$ cat src/rtl/gci_std_display_mem_arbiter.sv
// Display memory arbiter: shares one memory request port between the
// scan-out read path and the command write path. Grants alternate in
// bounded bursts. An urgent read preempts a write burst, and reads in
// flight are capped. Requests pass through one registered output stage.
module gci_std_display_mem_arbiter #(
  parameter int P_MEM_ADDR_N     = 23,
  parameter int P_BURST          = 8,
  parameter int P_RD_OUTSTANDING = 4
) (
  input  logic                    iCLOCK,
  input  logic                    inRESET,
  // read requester
  input  logic                    iRD_VALID,
  output logic                    oRD_BUSY,
  input  logic [P_MEM_ADDR_N-1:0] iRD_ADDR,
  input  logic                    iRD_URGENT,
  output logic                    oRD_DATA_VALID,
  output logic [31:0]             oRD_DATA,
  // write requester
  input  logic                    iWR_VALID,
  output logic                    oWR_BUSY,
  input  logic [P_MEM_ADDR_N-1:0] iWR_ADDR,
  input  logic [23:0]             iWR_DATA,
  // memory port
  output logic                    oMEM_VALID,
  input  logic                    iMEM_BUSY,
  output logic                    oMEM_RW,
  output logic [P_MEM_ADDR_N-1:0] oMEM_ADDR,
  output logic [31:0]             oMEM_DATA,
  input  logic                    iMEM_RD_VALID,
  input  logic [31:0]             iMEM_RD_DATA
);

  localparam int              BURST_W   = $clog2(P_BURST + 1);
  localparam logic [BURST_W-1:0] BURST_MAX = BURST_W'(P_BURST);
  localparam logic [3:0]      RD_MAX    = 4'(P_RD_OUTSTANDING);

  typedef enum logic [1:0] {S_IDLE, S_RD, S_WR} state_t;
  typedef enum logic       {GRANT_RD, GRANT_WR} grant_t;

  state_t                  state_q, state_d;
  grant_t                  last_q, last_d;
  logic [BURST_W-1:0]      burst_q, burst_d, burst_next;
  logic [3:0]              outst_q, outst_d;

  logic                    mem_valid_q, mem_rw_q;
  logic [P_MEM_ADDR_N-1:0] mem_addr_q;
  logic [31:0]             mem_data_q;
  logic                    rd_data_valid_q;
  logic [31:0]             rd_data_q;

  logic stage_free, rd_room, rd_busy, wr_busy, rd_acc, wr_acc, rd_ret, rd_req;

  // Handshake: the output stage can take a new request when it is empty or draining.
  always_comb begin
    stage_free = !mem_valid_q || !iMEM_BUSY;
    rd_room    = outst_q < RD_MAX;
    rd_busy    = !(state_q == S_RD && stage_free && rd_room);
    wr_busy    = !(state_q == S_WR && stage_free);
    rd_acc     = iRD_VALID && !rd_busy;
    wr_acc     = iWR_VALID && !wr_busy;
    // A return with nothing outstanding is stale (e.g. issued before reset).
    rd_ret     = iMEM_RD_VALID && (outst_q != 4'd0);
    rd_req     = iRD_VALID && rd_room;
    outst_d    = outst_q + 4'(rd_acc) - 4'(rd_ret);
    // Saturate so an urgent read burst running past the limit cannot wrap.
    burst_next = ((rd_acc || wr_acc) && burst_q != BURST_MAX) ? burst_q + 1'b1 : burst_q;
  end

  // Grant FSM: next state, last-grant and burst counter.
  always_comb begin
    // NOTE: every variable gets a default before the case so no path leaves one unassigned and infers a latch.
    state_d = state_q;
    last_d  = last_q;
    burst_d = burst_next;
    unique case (state_q)
      S_IDLE: begin
        burst_d = '0;
        if (rd_req && (iRD_URGENT || !iWR_VALID || last_q == GRANT_WR)) begin
          state_d = S_RD;
          last_d  = GRANT_RD;
        end else if (iWR_VALID) begin
          state_d = S_WR;
          last_d  = GRANT_WR;
        end
      end
      S_RD: begin
        if (!iRD_VALID || outst_d == RD_MAX ||
            (burst_next == BURST_MAX && !(iRD_URGENT && !iWR_VALID)))
          state_d = S_IDLE;
      end
      S_WR: begin
        if (!iWR_VALID || burst_next == BURST_MAX || (iRD_URGENT && iRD_VALID))
          state_d = S_IDLE;
      end
      default: state_d = S_IDLE;
    endcase
  end

  // Arbiter state registers.
  always_ff @(posedge iCLOCK or negedge inRESET) begin
    // NOTE: sequential state uses non-blocking assignments so every register samples pre-edge values.
    if (!inRESET) begin
      state_q <= S_IDLE;
      last_q  <= GRANT_WR;
      burst_q <= '0;
      outst_q <= 4'd0;
    end else begin
      state_q <= state_d;
      last_q  <= last_d;
      burst_q <= burst_d;
      outst_q <= outst_d;
    end
  end

  // Output request stage: load on accept, hold while memory stalls, else drain.
  always_ff @(posedge iCLOCK or negedge inRESET) begin
    if (!inRESET) begin
      mem_valid_q <= 1'b0;
      mem_rw_q    <= 1'b0;
      mem_addr_q  <= '0;
      mem_data_q  <= 32'd0;
    end else if (rd_acc) begin
      mem_valid_q <= 1'b1;
      mem_rw_q    <= 1'b0;
      mem_addr_q  <= iRD_ADDR;
      mem_data_q  <= 32'd0;
    end else if (wr_acc) begin
      mem_valid_q <= 1'b1;
      mem_rw_q    <= 1'b1;
      mem_addr_q  <= iWR_ADDR;
      mem_data_q  <= {8'h00, iWR_DATA};
    end else if (!iMEM_BUSY) begin
      mem_valid_q <= 1'b0;
    end
  end

  // Read data return: one register stage, no backpressure.
  always_ff @(posedge iCLOCK or negedge inRESET) begin
    if (!inRESET) begin
      rd_data_valid_q <= 1'b0;
      rd_data_q       <= 32'd0;
    end else begin
      rd_data_valid_q <= iMEM_RD_VALID;
      rd_data_q       <= iMEM_RD_DATA;
    end
  end

  assign oRD_BUSY       = rd_busy;
  assign oWR_BUSY       = wr_busy;
  assign oMEM_VALID     = mem_valid_q;
  assign oMEM_RW        = mem_rw_q;
  assign oMEM_ADDR      = mem_addr_q;
  assign oMEM_DATA      = mem_data_q;
  assign oRD_DATA_VALID = rd_data_valid_q;
  assign oRD_DATA       = rd_data_q;

endmodule

$ cat config.mk
export PLATFORM = sky130hd
export DESIGN_NAME = gci_std_display_mem_arbiter
export DESIGN_NICKNAME = d
export VERILOG_FILES = /design/src/rtl/gci_std_display_mem_arbiter.sv
export SDC_FILE = /design/constraint.sdc
export NUM_CORES = 1
export LEC_CHECK = 0
export ABC_AREA = 1
export CORE_ASPECT_RATIO = 0.75
export CORE_MARGIN = 5
export CORE_UTILIZATION = 35
export DETAILED_ROUTE_END_ITERATION = 7
export PLACE_DENSITY_LB_ADDON = 0.2
export SYNTH_ARGS = -nofsm -noshare
export SYNTH_HDL_FRONTEND = slang
export SYNTH_SLANG_ARGS = --single-unit
$ cat constraint.sdc
create_clock -name iCLOCK -period 2.1 [get_ports iCLOCK]
set_input_delay 0.42 -clock iCLOCK [delete_from_list [all_inputs] [get_ports iCLOCK]]
set_output_delay 0.42 -clock iCLOCK [all_outputs]
set_load 0.1 [all_outputs]
# Yosys cells after proc, flatten, opt, wreduce, memory -nomap -nowiden
# Index checks and enable logic that the tools add are counted.
# totals
regBits,101
inputBits,109
output_inout_bits,92
word_cells,74
# classes
add_sub_neg,3
order_cmp,1
eq_ne,9
n_mux,18
n_reduce_logical,33
# op_table
cell,count
$mux W32,2
$mux W23,2
$logic_and A1 B1 Y1,12
$logic_or A1 B1 Y1,8
$mux W2,4
$mux W4,2
$logic_not A1 Y1,7
$mux W1,7
$pmux W2 S3,1
$add A4 B1 Y4,1
$add A4 B1 Y4 const B,1
$eq A4 B3 Y1 const B,1
$eq A4 B4 Y1 const B,1
$lt A4 B3 Y1 const B,1
$ne A2 B1 Y1 const B,2
$ne A4 B4 Y1 const B,1
$reduce_bool A2 Y1,2
$reduce_bool A4 Y1,1
$sub A4 B1 Y4,1
$ne A3 B1 Y1 const B,1
$ne A3 B3 Y1 const B,1
$reduce_and A3 Y1,1
$eq A2 B1 Y1 const B,1
$eq A2 B2 Y1 const B,1
2 further kinds,2

# Longest topological paths before layout
# Gate-level depths: netlist (run 1).
# logic_depth
ltp_word,13
ltp_mapped,13
ltp_nobuf,13

# Worst setup path before layout (run 1)
# No wires, ideal clock.
# synth_timing
path_kind,reg2reg
from,"reg mem_valid_q, in the netlist oMEM_VALID"
to,reg state_q[0]
setup_ns,0.116
t_arrival_ns,2.522
required_time_ns,1.984
path_slack_ns,-0.538
path_stages_with_launch,12
cell_sequence,dfrtp_1 > nand2_1 > nand4_4 > xnor2_1 > ha_1 > fa_1 > xor2_1 > nand3_1 > nand3_1 > inv_1 > nand2_1 > nand2_1
# synth_rtl
element,line_no,source
start: declaration,46,"logic mem_valid_q, mem_rw_q;"
start signal: assignment,119,mem_valid_q <= 1'b0;
start signal: assignment,124,mem_valid_q <= 1'b1;
start signal: assignment,129,mem_valid_q <= 1'b1;
$logic_not A1 Y1,56,stage_free = !mem_valid_q || !iMEM_BUSY;
$logic_or A1 B1 Y1,56,
$logic_and A1 B1 Y1 (2 in a row),58,rd_busy = !(state_q == S_RD && stage_free && rd_room);
$logic_and A1 B1 Y1,60,rd_acc = iRD_VALID && !rd_busy;
$add A4 B1 Y4,65,outst_d = outst_q + 4'(rd_acc) - 4'(rd_ret);
$sub A4 B1 Y4,65,
via outst_d[2],44,"logic [3:0] outst_q, outst_d;"
$eq A4 B3 Y1,88,if (!iRD_VALID || outst_d == RD_MAX ||
$logic_or A1 B1 Y1 (2 in a row),88,
$ne A2 B1 Y1 (no source line),n/a,
$reduce_and A3 Y1 (no source line),n/a,
end signal: assignment,109,state_q <= state_d;
end: declaration,41,"state_t state_q, state_d;"
# The timed path passes the listed nets, and every way through them passes these cells.
# A chain may end at the register's enable or synchronous reset.

# Final worst setup path (run 1)
# layout_timing
from,in iRD_VALID
to,reg state_q[0]
# layout_rtl
element,line_no,source
start: declaration,13,"input logic iRD_VALID,"
$logic_and A1 B1 Y1,60,
$add A4 B1 Y4,65,
$sub A4 B1 Y4,65,
via outst_d[1],44,
$eq A4 B3 Y1,88,
$logic_or A1 B1 Y1 (2 in a row),88,
$ne A2 B1 Y1 (no source line),n/a,
$reduce_and A3 Y1 (no source line),n/a,
# The timed path passes the listed nets, and every way through them passes these cells.

==> metrics.md, run 1 <==
| Metric | Value |
|---|---|
| Die area | `between 10000 and 15000 sq um` |
| Worst setup slack after layout | `approximately 0.029 ns` |
| Cell type with the largest total area after synthesis | `sky130_fd_sc_hd__dfrtp_1` |
| TritonCTS clock tree | `built` |
| Final critical-path share of the clock period | `0.986` |
| Starting utilization of the core area | `0.354` |
| Detail Placement HPWL | `7.57 mm` |
| Status | `finished clean` |
| WS Path Type | `in2reg` |
| Violation count after the first detailed-routing iteration | `around 190` |
| Antenna violations before repair | `0` |
| Final setup viols | `0` |
| CTS max path bufs | `2` |
| Minimum clock period | `around 2.1 ns` |
| Vias per std cell | `~4.6` |
| Avg Synthesized Cell Area | `11.3 sq um` |
| Number of distinct library cell variants in the gate-level netlist after synthesis | `28` |
| Peak supply drop | `0.000729 V` |
| Post-route DRC | `0` |
| Core region area | `slightly above 10000 sq um` |
| Boundary pin count | `201` |
| Total standard cell area after synthesis | `3580 sq um` |
| Clock latency on the worst-skew pair | `0.33 ns` |
| Congestion Overflow GR | `0` |
| Fraction of the yosys area taken by sequential cells | `0.650` |
| Maximum number of pins on one net before global-route repair | `37` |
| Number of placed instances, taps included | `roughly 650` |
| Total of buffers placed on input and output ports | `roughly 190` |
| Number of standard cells after synthesis | `between 300 and 400` |
| Max-cap viol count | `0` |
| Number of clock buffers inserted by TritonCTS | `9` |
| Reg clk slew, reported paths | `approximately 0.070 ns` |
| Final worst hold slack | `around 0.49 ns` |
| Number of rows in the core area | `32` |
| Fmax | `between 400 and 500 MHz` |
| Worst Hold Class | `reg2reg` |
| Routed vias | `3058` |
| Number of warnings reported in the yosys synthesis log | `0` |
| Tot GR Track Use | `0.165` |
| Sink Count | `93` |
| Leakage power | `2.89 nW` |
| Setup repair after global routing missed its margin | `yes` |
| Startpoint kind of the worst setup timing path | `primary input` |
| Remaining antenna violation count after routing | `0` |
| X dimension of the die | `approximately 130 um` |
| Pwr per Cell Area | `between 1500 and 2000 nW/um^2` |
| Final weighted congestion of routability-driven global placement | `a little over 0.8` |
| Kind of end point of the critical path | `flop` |
| Placed cell area | `5560 sq um` |
| Number of global-route vias before repair | `3239` |
| Post-layout net count | `644` |
| Global-route wire length before repair | `16.3 mm` |
| Worst Path Required | `2.33 ns` |
| Detailed-router iteration count before antenna repair | `4` |
| Worst setup slack after placement | `-0.451 ns` |
| Number of inserted diodes | `0` |
| Hold violation total from the final report | `0` |
| Area share of the largest cell type after synthesis | `0.643` |
| Max Clock Skew | `0.00490 ns` |
| Area of all placed cells without fillers | `roughly 6000 sq um` |
| Share of layout cells above drive strength 1 | `0.274` |
| Arrival time reported for the critical path endpoint | `about 2.3 ns` |
| Post-route insts no fill | `about 670` |
| Top fanout value on the critical path | `2` |
| Post-synthesis to final-layout area growth | `66.6%` |
| Clock root buffer master | `sky130_fd_sc_hd__clkbuf_16` |
| CTS H-Tree Depth | `3` |
| Number of synthesized register bits | `93` |
| Routed WL | `10.2 mm` |
| Chip height | `~98 um` |
| Overall power | `approximately 11 mW` |
| Final number of max-transition violations | `0` |
| WL/cell | `~15 um` |
| Biggest area contributors in the synthesized netlist | `sky130_fd_sc_hd__dfrtp_1 64%, sky130_fd_sc_hd__nand2_1 9.2%, sky130_fd_sc_hd__a22o_1 5.9%` |
==> Yosys cell counts <==
library cell / number
sky130_fd_sc_hd__fa_1: 1
sky130_fd_sc_hd__nand2_1: 88
sky130_fd_sc_hd__buf_2: 6
sky130_fd_sc_hd__inv_1: 15
sky130_fd_sc_hd__o311ai_0: 1
sky130_fd_sc_hd__buf_4: 11
sky130_fd_sc_hd__o21ai_0: 2
sky130_fd_sc_hd__dfrtp_1: 92
sky130_fd_sc_hd__nand3_2: 1
sky130_fd_sc_hd__nand2_2: 3
sky130_fd_sc_hd__dfstp_2: 1
sky130_fd_sc_hd__a22o_1: 24
sky130_fd_sc_hd__conb_1: 1
sky130_fd_sc_hd__nor2_4: 1
sky130_fd_sc_hd__nand2_4: 1
sky130_fd_sc_hd__nand3_1: 34
sky130_fd_sc_hd__inv_2: 2
sky130_fd_sc_hd__ha_1: 7
sky130_fd_sc_hd__nor2_2: 3
sky130_fd_sc_hd__nand4_4: 1
sky130_fd_sc_hd__inv_4: 1
sky130_fd_sc_hd__buf_6: 3
sky130_fd_sc_hd__xor2_1: 4
sky130_fd_sc_hd__a21oi_1: 5
sky130_fd_sc_hd__a21boi_0: 1
sky130_fd_sc_hd__nor2_1: 6
sky130_fd_sc_hd__or2_2: 1
sky130_fd_sc_hd__xnor2_1: 1
==> flip-flops by register name, indices dropped and copies added (netlist names) <==
signal	cells
burst_q	4
last_q	1
oMEM_VALID	1
oMEM_DATA	24
outst_q	4
state_q	2
oRD_DATA_VALID	1
oMEM_RW	1
oRD_DATA	32
oMEM_ADDR	23
==> power by group <==
| part | total (mW) | internal (mW) | switching (mW) |
|---|---|---|---|
| Combinational | 6.41 | 1.63 | 4.77 |
| Sequential | 2.68 | 2.36 | 0.323 |
| Clock | 1.78 | 1.06 | 0.713 |
| Total | 10.9 | 5.06 | 5.81 |
==> stage by stage <==
step	util	TNS, ns
final	0.589	0
after global routing	0.589	-0.0874
after CTS	0.585	0
after detailed placement	0.549	-0.850
after global placement	0.549	-0.694
after floorplan	-	-0.0270
==> layer usage <==
layer | routed length (um) | track usage | up-vias
li1 | - | - | 1438
met1 | 4350 | 0.209 | 1439
met4 | 122 | 0.0462 | 0
met3 | 1380 | 0.0874 | 13
met2 | 4320 | 0.245 | 168
met5 | 0 | 0 | -
==> critical path, cell delays in order <==
cell,delay (ns)
sky130_fd_sc_hd__clkdlybuf4s50_1,0.52
sky130_fd_sc_hd__nand4_4,0.12
sky130_fd_sc_hd__xnor2_1,0.18
sky130_fd_sc_hd__ha_2,0.21
sky130_fd_sc_hd__fa_2,0.44
sky130_fd_sc_hd__nor2_1,0.11
sky130_fd_sc_hd__nand3_1,0.09
sky130_fd_sc_hd__nand3_1,0.08
sky130_fd_sc_hd__inv_1,0.04
sky130_fd_sc_hd__nand2_1,0.05
sky130_fd_sc_hd__nand2_1,0.04
==> cells by family (layout without fill, tap and decap cells) <==
kind of cell	Yosys count	count (layout)	synth area share
buffers and inverters	38	246	0.0604
other	1	8	0.00105
AOI/OAI and AO/OA	33	33	0.0730
and+or+nand+nor	139	139	0.173
adders and majority gates	8	8	0.0300
DFF	93	93	0.650
xor gates and xnor gates	5	5	0.0122
==> cell type report <==
type,instances,area (sq um)
fillers,863,4160
flip-flops and latches,93,2330
repair buffers,212,1960
multi-input cells,193,1100
clock buffers,9,225
well taps,136,170
clock inverters,7,105
inverters,18,70.1
==> final timing paths <==
kind	startpoint	endpoint	slack (ns)	cells past startpoint
setup / recovery	iRD_VALID	state_q[0]$_DFFE_PN0P_	0.03	11
hold / removal	oMEM_ADDR[9]$_DFFE_PN0P_	oMEM_ADDR[9]$_DFFE_PN0P_	0.49	2
setup reg to reg	outst_q[2]$_DFF_PN0_	state_q[0]$_DFFE_PN0P_	0.03	12
hold reg to reg	oMEM_ADDR[9]$_DFFE_PN0P_	oMEM_ADDR[9]$_DFFE_PN0P_	0.49	2
max in group asynchronous	inRESET	oRD_DATA[22]$_DFF_PN0_	0.94	3
min in group asynchronous	inRESET	oMEM_ADDR[6]$_DFFE_PN0P_	0.54	2
==> cell usage in the layout (no fill, tap or decap), types with 2 or more instances in the layout <==
cell type,count
sky130_fd_sc_hd__nand2_4,2
sky130_fd_sc_hd__nand3_1,34
sky130_fd_sc_hd__xor2_1,3
sky130_fd_sc_hd__ha_2,2
sky130_fd_sc_hd__inv_2,4
sky130_fd_sc_hd__a22o_1,24
sky130_fd_sc_hd__nor2_1,6
sky130_fd_sc_hd__ha_1,4
sky130_fd_sc_hd__clkdlybuf4s50_1,107
sky130_fd_sc_hd__inv_1,13
sky130_fd_sc_hd__nor2_2,3
sky130_fd_sc_hd__bufinv_16,2
sky130_fd_sc_hd__dfrtp_1,91
sky130_fd_sc_hd__buf_4,96
sky130_fd_sc_hd__conb_1,8
sky130_fd_sc_hd__inv_6,3
sky130_fd_sc_hd__buf_12,8
sky130_fd_sc_hd__a21oi_1,5
sky130_fd_sc_hd__o21ai_0,2
sky130_fd_sc_hd__nand2_1,86
sky130_fd_sc_hd__clkbuf_16,9
sky130_fd_sc_hd__nand2_2,4
==> repair_timing <==
item	in CTS	in global routing
gates cloned	0	0
setup buffers	1	4
gates resized for setup	5	5
hold buffers	1	0
pin swaps	4	7
hold endpoints to repair	17	0
endpoints found under the setup margin	1	1
No activity file was read; power rests on OpenSTA's default activity.
==> inputs of run 2 (changes only) <==
--- a/config.mk
+++ b/config.mk
@@ -10,6 +10,7 @@
 export CORE_MARGIN = 5
 export CORE_UTILIZATION = 35
 export DETAILED_ROUTE_END_ITERATION = 7
+export HOLD_SLACK_MARGIN = 0.1
 export PLACE_DENSITY_LB_ADDON = 0.2
 export SYNTH_ARGS = -nofsm -noshare
 export SYNTH_HDL_FRONTEND = slang
==> results of run 2 <==
The final DEF is identical to that of run 1; final timing and power are the same.
